`config.mk`:
```
export PLATFORM = sky130hd
export DESIGN_NAME = bcd_result_converter_flat
export DESIGN_NICKNAME = d
export VERILOG_FILES = /design/src/rtl/calc_pkg.sv /design/src/rtl/bcd_result_converter_if.sv /design/src/rtl/bcd_digit_adjust.sv /design/src/rtl/bcd_result_converter.sv /design/src/flat_wrapper.sv
export SDC_FILE = /design/constraint.sdc
export NUM_CORES = 1
export LEC_CHECK = 0
export CAP_MARGIN = 5
export CORE_MARGIN = 2
export CORE_UTILIZATION = 57
export DETAILED_ROUTE_END_ITERATION = 16
export PLACE_DENSITY_LB_ADDON = 0.15
export SLEW_MARGIN = 20
export SYNTH_ARGS = -nofsm -noshare
export SYNTH_HDL_FRONTEND = slang
export SYNTH_HIERARCHICAL = 1
export SYNTH_SLANG_ARGS = --single-unit
```
`constraint.sdc`:
```
create_clock -name clk -period 4.5 [get_ports clk]
set_clock_uncertainty 0.1 [all_clocks]
set_input_delay 0.9 -clock clk [delete_from_list [all_inputs] [get_ports clk]]
set_output_delay 0.9 -clock clk [all_outputs]
set_load 0.1 [all_outputs]
```
`src/rtl/calc_pkg.sv`:
```
// Calculator datapath shared definitions: BCD conversion FSM states, digit
// adjust constants and a small elaboration-time helper. Shared with the
// display stage.
package calc_pkg;

    // Conversion FSM states
    typedef enum logic [1:0] {
        IDLE  = 2'd0,
        SHIFT = 2'd1,
        DONE  = 2'd2
    } calc_state_e;

    // Width of one packed BCD digit
    localparam int BCD_DIGIT_W = 4;

    // Double-dabble digit adjust: digits at or above the threshold get +3
    localparam logic [3:0] BCD_ADJ_THRESH = 4'd5;
    localparam logic [3:0] BCD_ADJ_ADD    = 4'd3;

    // 10**n as a constant function, used to check the digit count is enough
    function automatic longint pow10(input int n);
        longint acc;
        acc = 64'sd1;
        for (int i = 0; i < n; i++) begin
            acc = acc * 64'sd10;
        end
        return acc;
    endfunction

endpackage

```
`src/rtl/bcd_result_converter_if.sv`:
```
// Handshake bundle between the adder (upstream), the BCD converter and the
// display stage (downstream). The converter sits on the slave modport; the
// surrounding stages (or a bench) use the master modport.
interface bcd_result_converter_if
    import calc_pkg::*;
#(
    parameter int WIDTH  = 4,
    parameter int DIGITS = 2
);
    logic                          in_valid;
    logic                          in_ready;
    logic [WIDTH-1:0]              in_data;
    logic                          out_valid;
    logic                          out_ready;
    logic [BCD_DIGIT_W*DIGITS-1:0] out_bcd;
    logic                          out_neg;

    modport slave (
        input  in_valid,
        input  in_data,
        input  out_ready,
        output in_ready,
        output out_valid,
        output out_bcd,
        output out_neg
    );

    modport master (
        output in_valid,
        output in_data,
        output out_ready,
        input  in_ready,
        input  out_valid,
        input  out_bcd,
        input  out_neg
    );
endinterface

```
`src/rtl/bcd_digit_adjust.sv`:
```
// One double-dabble digit correction: a BCD digit of 5 or more gets +3
// (plain 4-bit add, any carry is dropped) so the following left shift
// carries correctly into the next decimal digit.
module bcd_digit_adjust
    import calc_pkg::*;
(
    input  logic [BCD_DIGIT_W-1:0] digit,
    output logic [BCD_DIGIT_W-1:0] adjusted
);

    // Conditional +3 correction of a single digit
    always_comb begin
        adjusted = digit;
        if (digit >= BCD_ADJ_THRESH) begin
            adjusted = digit + BCD_ADJ_ADD;
        end else begin
            adjusted = digit;
        end
    end

endmodule

```
`src/rtl/bcd_result_converter.sv`:
```
// Binary-to-packed-BCD converter behind the carry-lookahead adder.
// Sequential double-dabble, one shift per clock, valid/ready on both sides.
// Optional build macro: CALC_SIGNED_EN -- treat in_data as two's complement,
// convert the magnitude and report the sign on out_neg. Without it in_data is
// unsigned and out_neg is constant 0.
module bcd_result_converter
    import calc_pkg::*;
#(
    parameter int WIDTH  = 4,
    parameter int DIGITS = 2
)(
    input logic               clk,
    input logic               rst,
    bcd_result_converter_if.slave bus
);

    localparam int BCD_W = BCD_DIGIT_W * DIGITS;
    localparam int CNT_W = $clog2(WIDTH + 1);
    localparam logic [CNT_W-1:0] LAST_CNT = CNT_W'(WIDTH - 1);
    localparam longint MAX_BIN = (64'sd1 <<< WIDTH) - 64'sd1;

    // Refuse to build a converter whose digits cannot hold the largest input
    if (pow10(DIGITS) <= MAX_BIN) begin : g_digit_check
        $error("bcd_result_converter: DIGITS too small for WIDTH");
    end

    calc_state_e      state_r;
    calc_state_e      next_state_s;
    logic [WIDTH-1:0] bin_r;
    logic [BCD_W-1:0] bcd_r;
    logic [CNT_W-1:0] count_r;
    logic             neg_r;
    logic             in_ready_r;
    logic             out_valid_r;
    logic [BCD_W-1:0] out_bcd_r;
    logic             out_neg_r;

    logic [BCD_W-1:0] bcd_adj_s;
    logic [BCD_W-1:0] shift_bcd_s;
    logic [WIDTH-1:0] shift_bin_s;
    logic [WIDTH-1:0] load_mag_s;
    logic             load_neg_s;
    logic             accept_s;
    logic             last_shift_s;

    // Digit correction applied to every BCD digit before each shift
    for (genvar g = 0; g < DIGITS; g++) begin : g_adj
        bcd_digit_adjust u_adj (
            .digit    (bcd_r[g*BCD_DIGIT_W +: BCD_DIGIT_W]),
            .adjusted (bcd_adj_s[g*BCD_DIGIT_W +: BCD_DIGIT_W])
        );
    end

    assign shift_bcd_s  = {bcd_adj_s[BCD_W-2:0], bin_r[WIDTH-1]};
    assign shift_bin_s  = {bin_r[WIDTH-2:0], 1'b0};
    assign accept_s     = (state_r == IDLE) && bus.in_valid && in_ready_r;
    assign last_shift_s = (state_r == SHIFT) && (count_r == LAST_CNT);

`ifdef CALC_SIGNED_EN
    // Magnitude in WIDTH unsigned bits, so the most negative value still fits
    always_comb begin
        load_neg_s = bus.in_data[WIDTH-1];
        if (bus.in_data[WIDTH-1]) begin
            load_mag_s = ~bus.in_data + WIDTH'(1);
        end else begin
            load_mag_s = bus.in_data;
        end
    end
`else
    // Unsigned operand: load as is, never negative
    always_comb begin
        load_neg_s = 1'b0;
        load_mag_s = bus.in_data;
    end
`endif

    // Next-state decode for the IDLE -> SHIFT -> DONE -> IDLE sequence
    always_comb begin
        next_state_s = state_r;
        case (state_r)
            IDLE: begin
                if (bus.in_valid && in_ready_r) begin
                    next_state_s = SHIFT;
                end else begin
                    next_state_s = IDLE;
                end
            end
            SHIFT: begin
                if (count_r == LAST_CNT) begin
                    next_state_s = DONE;
                end else begin
                    next_state_s = SHIFT;
                end
            end
            DONE: begin
                if (bus.out_ready) begin
                    next_state_s = IDLE;
                end else begin
                    next_state_s = DONE;
                end
            end
            default: next_state_s = IDLE;
        endcase
    end

    // State register; reset aborts any conversion in flight
    always_ff @(posedge clk or posedge rst) begin
        if (rst) begin
            state_r <= IDLE;
        end else begin
            state_r <= next_state_s;
        end
    end

    // Working registers: load on accept, one double-dabble step per SHIFT cycle
    always_ff @(posedge clk or posedge rst) begin
        if (rst) begin
            bin_r   <= '0;
            bcd_r   <= '0;
            count_r <= '0;
            neg_r   <= 1'b0;
        end else begin
            case (state_r)
                IDLE: begin
                    if (accept_s) begin
                        bin_r   <= load_mag_s;
                        bcd_r   <= '0;
                        count_r <= '0;
                        neg_r   <= load_neg_s;
                    end
                end
                SHIFT: begin
                    bcd_r   <= shift_bcd_s;
                    bin_r   <= shift_bin_s;
                    count_r <= count_r + CNT_W'(1);
                end
                default: begin
                    bin_r   <= bin_r;
                end
            endcase
        end
    end

    // Registered handshake outputs; the result is captured only on entering DONE
    always_ff @(posedge clk or posedge rst) begin
        if (rst) begin
            in_ready_r  <= 1'b1;
            out_valid_r <= 1'b0;
            out_bcd_r   <= '0;
            out_neg_r   <= 1'b0;
        end else begin
            in_ready_r  <= (next_state_s == IDLE);
            out_valid_r <= (next_state_s == DONE);
            if (last_shift_s) begin
                out_bcd_r <= shift_bcd_s;
                out_neg_r <= neg_r && (shift_bcd_s != '0);
            end
        end
    end

    assign bus.in_ready  = in_ready_r;
    assign bus.out_valid = out_valid_r;
    assign bus.out_bcd   = out_bcd_r;
    assign bus.out_neg   = out_neg_r;

endmodule

```
`src/flat_wrapper.sv`:
```
// flat-port wrapper written by rule: the top's interface ports become plain ports
module bcd_result_converter_flat import calc_pkg::*;
#(
    parameter int WIDTH  = 4,
    parameter int DIGITS = 2
)
  (clk, rst, bus_in_valid, bus_in_data, bus_out_ready, bus_in_ready, bus_out_valid, bus_out_bcd, bus_out_neg);
  bcd_result_converter_if #(.WIDTH(WIDTH), .DIGITS(DIGITS)) bus_i ();
  input logic clk;
  input logic rst;
  input wire logic [$bits(bus_i.in_valid)-1:0] bus_in_valid;
  input wire logic [$bits(bus_i.in_data)-1:0] bus_in_data;
  input wire logic [$bits(bus_i.out_ready)-1:0] bus_out_ready;
  output wire logic [$bits(bus_i.in_ready)-1:0] bus_in_ready;
  output wire logic [$bits(bus_i.out_valid)-1:0] bus_out_valid;
  output wire logic [$bits(bus_i.out_bcd)-1:0] bus_out_bcd;
  output wire logic [$bits(bus_i.out_neg)-1:0] bus_out_neg;
  assign bus_i.in_valid = bus_in_valid;
  assign bus_i.in_data = bus_in_data;
  assign bus_i.out_ready = bus_out_ready;
  assign bus_in_ready = bus_i.in_ready;
  assign bus_out_valid = bus_i.out_valid;
  assign bus_out_bcd = bus_i.out_bcd;
  assign bus_out_neg = bus_i.out_neg;
  bcd_result_converter #(.WIDTH(WIDTH), .DIGITS(DIGITS)) u_core (.clk(clk), .rst(rst), .bus(bus_i));
endmodule
```
# Word-level counts from Yosys, hierarchy flattened
# Index checks and enable logic that the tools add are counted.
# totals
ff_bits,27
latchBits,0
mem_bits_rw,0
mem_bits_ro,0
inputBits,8
elab_cells,37
memories,0
# op_classes
n_addsub,3
mul,0
div_mod_pow,0
n_lt_le_gt_ge,2
n_eq_ne,5
shift,0
mux,12
bitwise,0
n_reduce_logical,8
# op_table
operator,count
$pmux 8 s2,1
$ge 4x3->1 const B,2
$mux 4,2
$mux 8,1
$pmux 4 s2,1
$mux 3,2
$pmux 2 s3,1
$pmux 3 s2,1
$add 4x2->4 const B,1
$eq 2x2->1 const B,2
$logic_and 1x1->1,4
$logic_not 2->1,2
$mux 2,2
$add 3x1->3 const B,1
$add 3x2->3 const B,1
$eq 3x2->1 const B,1
$eq 2x1->1 const B,1
$ne 2x1->1 const B,1
$reduce_and 2->1,1
$reduce_bool 2->1,1
$mux 1,1

# Logic depth before layout (Yosys ltp)
# Gate-level depths: netlist (run 1).
# logic_depth
ltp_word,5
mapped_depth,7

# Hierarchy
# Netlist (run 1), hierarchy kept.
# by_module_without_submodules
mod,n_inst,cells_each,area_each_um2,seq_area_each_um2
bcd_result_converter,1,103,1136.1,676.9
bcd_digit_adjust,2,16,101.3,0.0

# Least setup slack after synthesis (run 1)
# OpenSTA, ideal clock, no wires.
# synth_path
kind,register -> output
startpoint,register u_core.out_bcd_r[0] (netlist: u_core/bus.out_bcd[0])
endpoint,output bus_out_bcd[0]
arrival_ps,894
setup_slack_ps,2606
stages_incl_launch_ff,1
path_cell_list,dfrtp_1
# synth_rtl
element,line_no,rtl
start: declaration,bcd_result_converter.sv:35,logic [BCD_W-1:0] out_bcd_r;
start signal: assignment,bcd_result_converter.sv:155,out_bcd_r <= shift_bcd_s;
end: declaration,flat_wrapper.sv:16,output wire logic [$bits(bus_i.out_bcd)-1:0] bus_out_bcd;
# No word-level cell between the ends.

# Final worst setup path (run 1)
# layout_path
startpoint,register u_core.in_ready_r (netlist: u_core/bus.in_ready)
endpoint,output bus_in_ready
# layout_rtl
element,line_no,rtl
start: declaration,bcd_result_converter.sv:33,logic in_ready_r;
start signal: assignment,bcd_result_converter.sv:152,in_ready_r <= (next_state_s == IDLE);
end: declaration,flat_wrapper.sv:14,output wire logic [$bits(bus_i.in_ready)-1:0] bus_in_ready;
# No word-level cell between the ends.

==> results of run 1 <==
cell type report:
| class | count | area (µm²) |
|---|---|---|
| clock buffer | 3 | 22.5 |
| clock inverter | 1 | 5.00 |
| fill | 176 | 681 |
| inverter | 6 | 22.5 |
| multi-input combinational | 93 | 578 |
| sequential | 27 | 677 |
| tap | 28 | 35.0 |
| timing repair buffer | 17 | 170 |
final timing paths:
path / start / endpoint / slack, ns / cells past startpoint
max in group asynchronous: rst / u_core/bus.in_ready$_DFF_PP1_ / 3.10 / 2
max reg2reg: u_core/count_r[0]$_DFFE_PP0P_ / u_core/bus.out_bcd[0]$_DFFE_PP0P_ / 2.88 / 4
min: u_core/count_r[0]$_DFFE_PP0P_ / u_core/count_r[0]$_DFFE_PP0P_ / 0.41 / 1
min in group asynchronous: rst / u_core/bus.out_bcd[6]$_DFFE_PP0P_ / 0.83 / 2
max: u_core/bus.in_ready$_DFF_PP1_ / bus_in_ready / 1.48 / 1
min reg2reg: u_core/count_r[0]$_DFFE_PP0P_ / u_core/count_r[0]$_DFFE_PP0P_ / 0.41 / 1
flip-flops by register name (all words and copies together) (netlist names):
signal / flops
u_core/count_r: 3
u_core/bus.out_bcd: 8
u_core/bus.in_ready: 1
u_core/bcd_r: 8
u_core/bin_r: 4
u_core/state_r: 2
u_core/bus.out_valid: 1
layer usage:
metal / vias up / global-route usage / share of wire
li1: 461 / - / -
met1: 457 / 0.243 / 0.46
met2: 16 / 0.363 / 0.51
met3: 0 / 0.0287 / 0.033
met4: 0 / 0.0658 / 0
met5: - / 0 / 0
stage by stage:
stage	util	setup slack, ns
6_report	0.689	1.48
5_1_grt	0.689	1.42
4_1_cts	0.689	1.47
3_5_place_dp	0.677	1.84
3_3_place_gp	0.677	1.85
2_1_floorplan	-	2.61
cell usage in the layout, fill, tap and decap left out:
cell type	count
dfrtp_1	26
o21ai_2	1
nand3b_1	2
nand2_1	30
a21oi_2	2
o21ai_0	2
mux2_2	8
clkinv_2	1
nand2b_1	5
ha_1	6
o21ai_1	3
or2b_1	1
mux2i_1	2
and3b_1	1
nor2_1	6
and2b_1	1
a21oi_1	8
nand3_1	11
inv_2	1
conb_1	1
xnor2_1	2
clkbuf_4	3
dfstp_2	1
nand3b_4	1
clkdlybuf4s50_1	17
inv_1	5
==> impl_metrics.env, run 1 <==
export IMPL_postLayoutCellArea_um2=1510
export IMPL_die_area_um2=2710
export IMPL_ctsHoldBuffers=0
export IMPL_critPathArrivalTime_ns=2.02
export IMPL_num_io_pins=19
export IMPL_grt_pass1_vias=916
export IMPL_worstSetupStartpointType="register"
export IMPL_vias=934
export IMPL_viasPerCell=5.34
export IMPL_post_cts_buffers=0
export IMPL_totalWireLength_um=2230
export IMPL_endpoint_kind="primary output"
export IMPL_syn_area_per_cell_um2=10.1
export IMPL_final_hold_viol_count=0
export IMPL_htreeDepth=1
export IMPL_drive_above_1_share=0.122
export IMPL_min_period_over_period=0.672
export IMPL_cp_top_family="buffers and inverters"
export IMPL_initial_core_util=0.602
export IMPL_fmax_mhz=331
export IMPL_ant_nets=0
export IMPL_dr_pass1_iters=4
export IMPL_drt_iter0_drc=15
export IMPL_crit_buf_inv=1
export IMPL_clock_sinks=27
export IMPL_path_clk_slew_ns=0.14
export IMPL_die_h_um=52.1
export IMPL_root_buffer="clkbuf_4"
export IMPL_die_w_um=52.1
export IMPL_rsz0062_at_grt="false"
export IMPL_grt_overflow=0
export IMPL_path_cells="clkdlybuf4s50_1"
export IMPL_num_nets_final=162
export IMPL_cp_max_fo=4
export IMPL_slew_violations=0
export IMPL_status="finished clean"
export IMPL_tns_ns=0
export IMPL_cts_buffer_depth=2
export IMPL_slowest_delay_ns=1.13
export IMPL_rows=17
export IMPL_cts_tree="yes"
export IMPL_hold_path_class="register to register"
export IMPL_dpl_instance_area_um2=1480
export IMPL_relSlewSlack=0.352
export IMPL_syn_instance_count=131
export IMPL_syn_area_um2=1320
export IMPL_setup_violations=0
export IMPL_final_cells=175
export IMPL_drc=0
export IMPL_wire_per_inst_um=12.7
export IMPL_period_needed_ns=3.02
export IMPL_antenna_found_initial=0
export IMPL_grt_use_total=0.201
export IMPL_grt_first_pass_wirelength_um=3930
export IMPL_core_area_um2=2190
export IMPL_drv_cap=0
export IMPL_cts_resized=0
export IMPL_numCtsBuffers=3
export IMPL_port_buffer_count=17
export IMPL_clk_latency_ns=0.32
export IMPL_max_slew_worst_pin_slew_ns=0.970
export IMPL_antennaDiodeCount=0
export IMPL_place_hpwl_um=1590
export IMPL_crit_type="register to primary output"
export IMPL_ys_warn_count=6
export IMPL_crit_slowest_cell="clkdlybuf4s50_1"
export IMPL_syn_to_final_growth_pct=14.5
export IMPL_syn_nets=145
export IMPL_whs_ns=0.412
export IMPL_gp_congestion=0.775
export IMPL_dpl_cell_count=171
export IMPL_worst_ep_required_time_ns=3.50
export IMPL_grt_max_degree=28
Power of run 1 is left out: the tool's default activity adds up to more than one toggle a clock period on the data nets, which glitch-free logic cannot reach.
==> inputs of run 2 (changes only) <==
CORE_UTILIZATION = 53   (was 57)
clock period = 2.8 ns   (was 4.5 ns; I/O delays follow)
==> impl_metrics.env, run 2 (synthesis results as in run 1) <==
export IMPL_multiInputGateArea_um2=578
export IMPL_core_area_um2=2410
export IMPL_slowest_delay_ns=0.58
export IMPL_hold_depth=1
export IMPL_antennaDiodeCount=0
export IMPL_antenna_found_initial=0
export IMPL_r2r_setup_slack_ns=1.19
export IMPL_grt_max_degree=28
export IMPL_cp_max_fo=4
export IMPL_rsz0062_at_grt="false"
export IMPL_grt_pass1_vias=749
export IMPL_fmax_mhz=545
export IMPL_gp_congestion=0.724
export IMPL_r2r_cells=5
export IMPL_status="finished clean"
export IMPL_post_cts_buffers=0
export IMPL_crit_slowest_cell="dfstp_2"
export IMPL_worst_ep_required_time_ns=2.14
export IMPL_port_buffer_count=17
export IMPL_path_clk_slew_ns=0.13
export IMPL_max_slew_worst_pin_slew_ns=0.612
export IMPL_wire_per_inst_um=11.8
export IMPL_period_needed_ns=1.83
export IMPL_vias=896
export IMPL_initial_core_util=0.547
export IMPL_viasPerCell=5.03
export IMPL_die_h_um=53.9
export IMPL_final_cell_mix="30 x nand2_1, 26 x dfrtp_1, 11 x buf_4, 11 x nand3_1"
export IMPL_n_fill_cell=209
export IMPL_regArea_um2=677
export IMPL_die_area_um2=2900
export IMPL_tns_ns=0
export IMPL_grt_overflow=0
export IMPL_place_hpwl_um=1530
export IMPL_worstSetupStartpointType="register"
export IMPL_crit_type="register to primary output"
export IMPL_layout_commonest_cell="nand2_1"
export IMPL_slew_violations=0
export IMPL_numCtsBuffers=3
export IMPL_syn_to_final_growth_pct=13.3
export IMPL_drc=0
export IMPL_dr_pass1_iters=4
export IMPL_drive_above_1_share=0.182
export IMPL_endpoint_kind="primary output"
export IMPL_clock_sinks=27
export IMPL_r2r_end="u_core/bus.out_bcd[2]$_DFFE_PP0P_"
export IMPL_num_nets_final=163
export IMPL_totalWireLength_um=2090
export IMPL_drt_iter0_drc=20
export IMPL_root_buffer="clkbuf_4"
export IMPL_hold_start="u_core/count_r[0]$_DFFE_PP0P_"
export IMPL_final_hold_viol_count=0
export IMPL_ctsHoldBuffers=0
export IMPL_grt_use_total=0.164
export IMPL_cp_top_family="flip-flops"
export IMPL_hold_path_class="register to register"
export IMPL_grt_first_pass_wirelength_um=3390
export IMPL_cts_buffer_depth=2
export IMPL_relSlewSlack=0.592
export IMPL_rows=18
export IMPL_r2r_start="u_core/bcd_r[0]$_DFFE_PP0P_"
export IMPL_cts_resized=0
export IMPL_cts_tree="yes"
export IMPL_drv_cap=0
export IMPL_hold_path_end="u_core/count_r[0]$_DFFE_PP0P_"
export IMPL_worstSetupStartpoint="u_core/bus.in_ready$_DFF_PP1_"
export IMPL_die_w_um=53.9
export IMPL_critPathArrivalTime_ns=1.17
export IMPL_setup_violations=0
export IMPL_crit_buf_inv=1
export IMPL_min_period_over_period=0.655
export IMPL_htreeDepth=1
export IMPL_num_io_pins=19
export IMPL_path_cells="buf_4"
export IMPL_ant_nets=0
export IMPL_clk_latency_ns=0.30
==> run 2: changes by cell type in the layout (fill, tap and decap cells not counted), sizes merged <==
cell	previous run	this run
clkinv	1	0
clkbuf	3	4
clkdlybuf4s50	17	7
buf	0	11
==> run 2: layer usage <==
metal,track usage,up-vias,share of wire
met5,0,-,0
met4,0.0641,0,0.0062
met3,0.0250,2,0.028
met2,0.256,13,0.49
met1,0.228,414,0.48
li1,-,467,-
==> run 2: how the worst max path moves through the flow <==
stage / end / slack, ns / cells past startpoint
floorplan: u_core/count_r[0]$_DFFE_PP0P_ / 1.12 / 4
global placement: u_core/count_r[0]$_DFFE_PP0P_ / 0.78 / 4
detailed placement: u_core/count_r[0]$_DFFE_PP0P_ / 0.75 / 4
CTS: bus_in_ready / 0.95 / 1
global route: bus_in_ready / 0.91 / 1
finish: bus_in_ready / 0.97 / 1
==> run 2: area by class of cell <==
class                      instances  area share
clock buffer                       4      0.0176
tap                               30      0.0251
timing repair buffer              18       0.102
sequential                        27       0.453
multi-input combinational         93       0.387
inverter                           6      0.0151
==> run 2: per-stage QoR <==
stage	cell area (µm²)	setup WS, ns	instances	util	hold slack (ns)
global placement	1470	0.783	174	0.609	0.377
CTS	1490	0.950	178	0.620	0.405
global route	1490	0.910	178	0.620	0.425
detailed placement	1470	0.748	174	0.609	0.381
finish	1490	0.967	178	0.620	0.401
floorplan	1320	1.12	131	-	0.355
Power of run 2 is left out for the same reason.
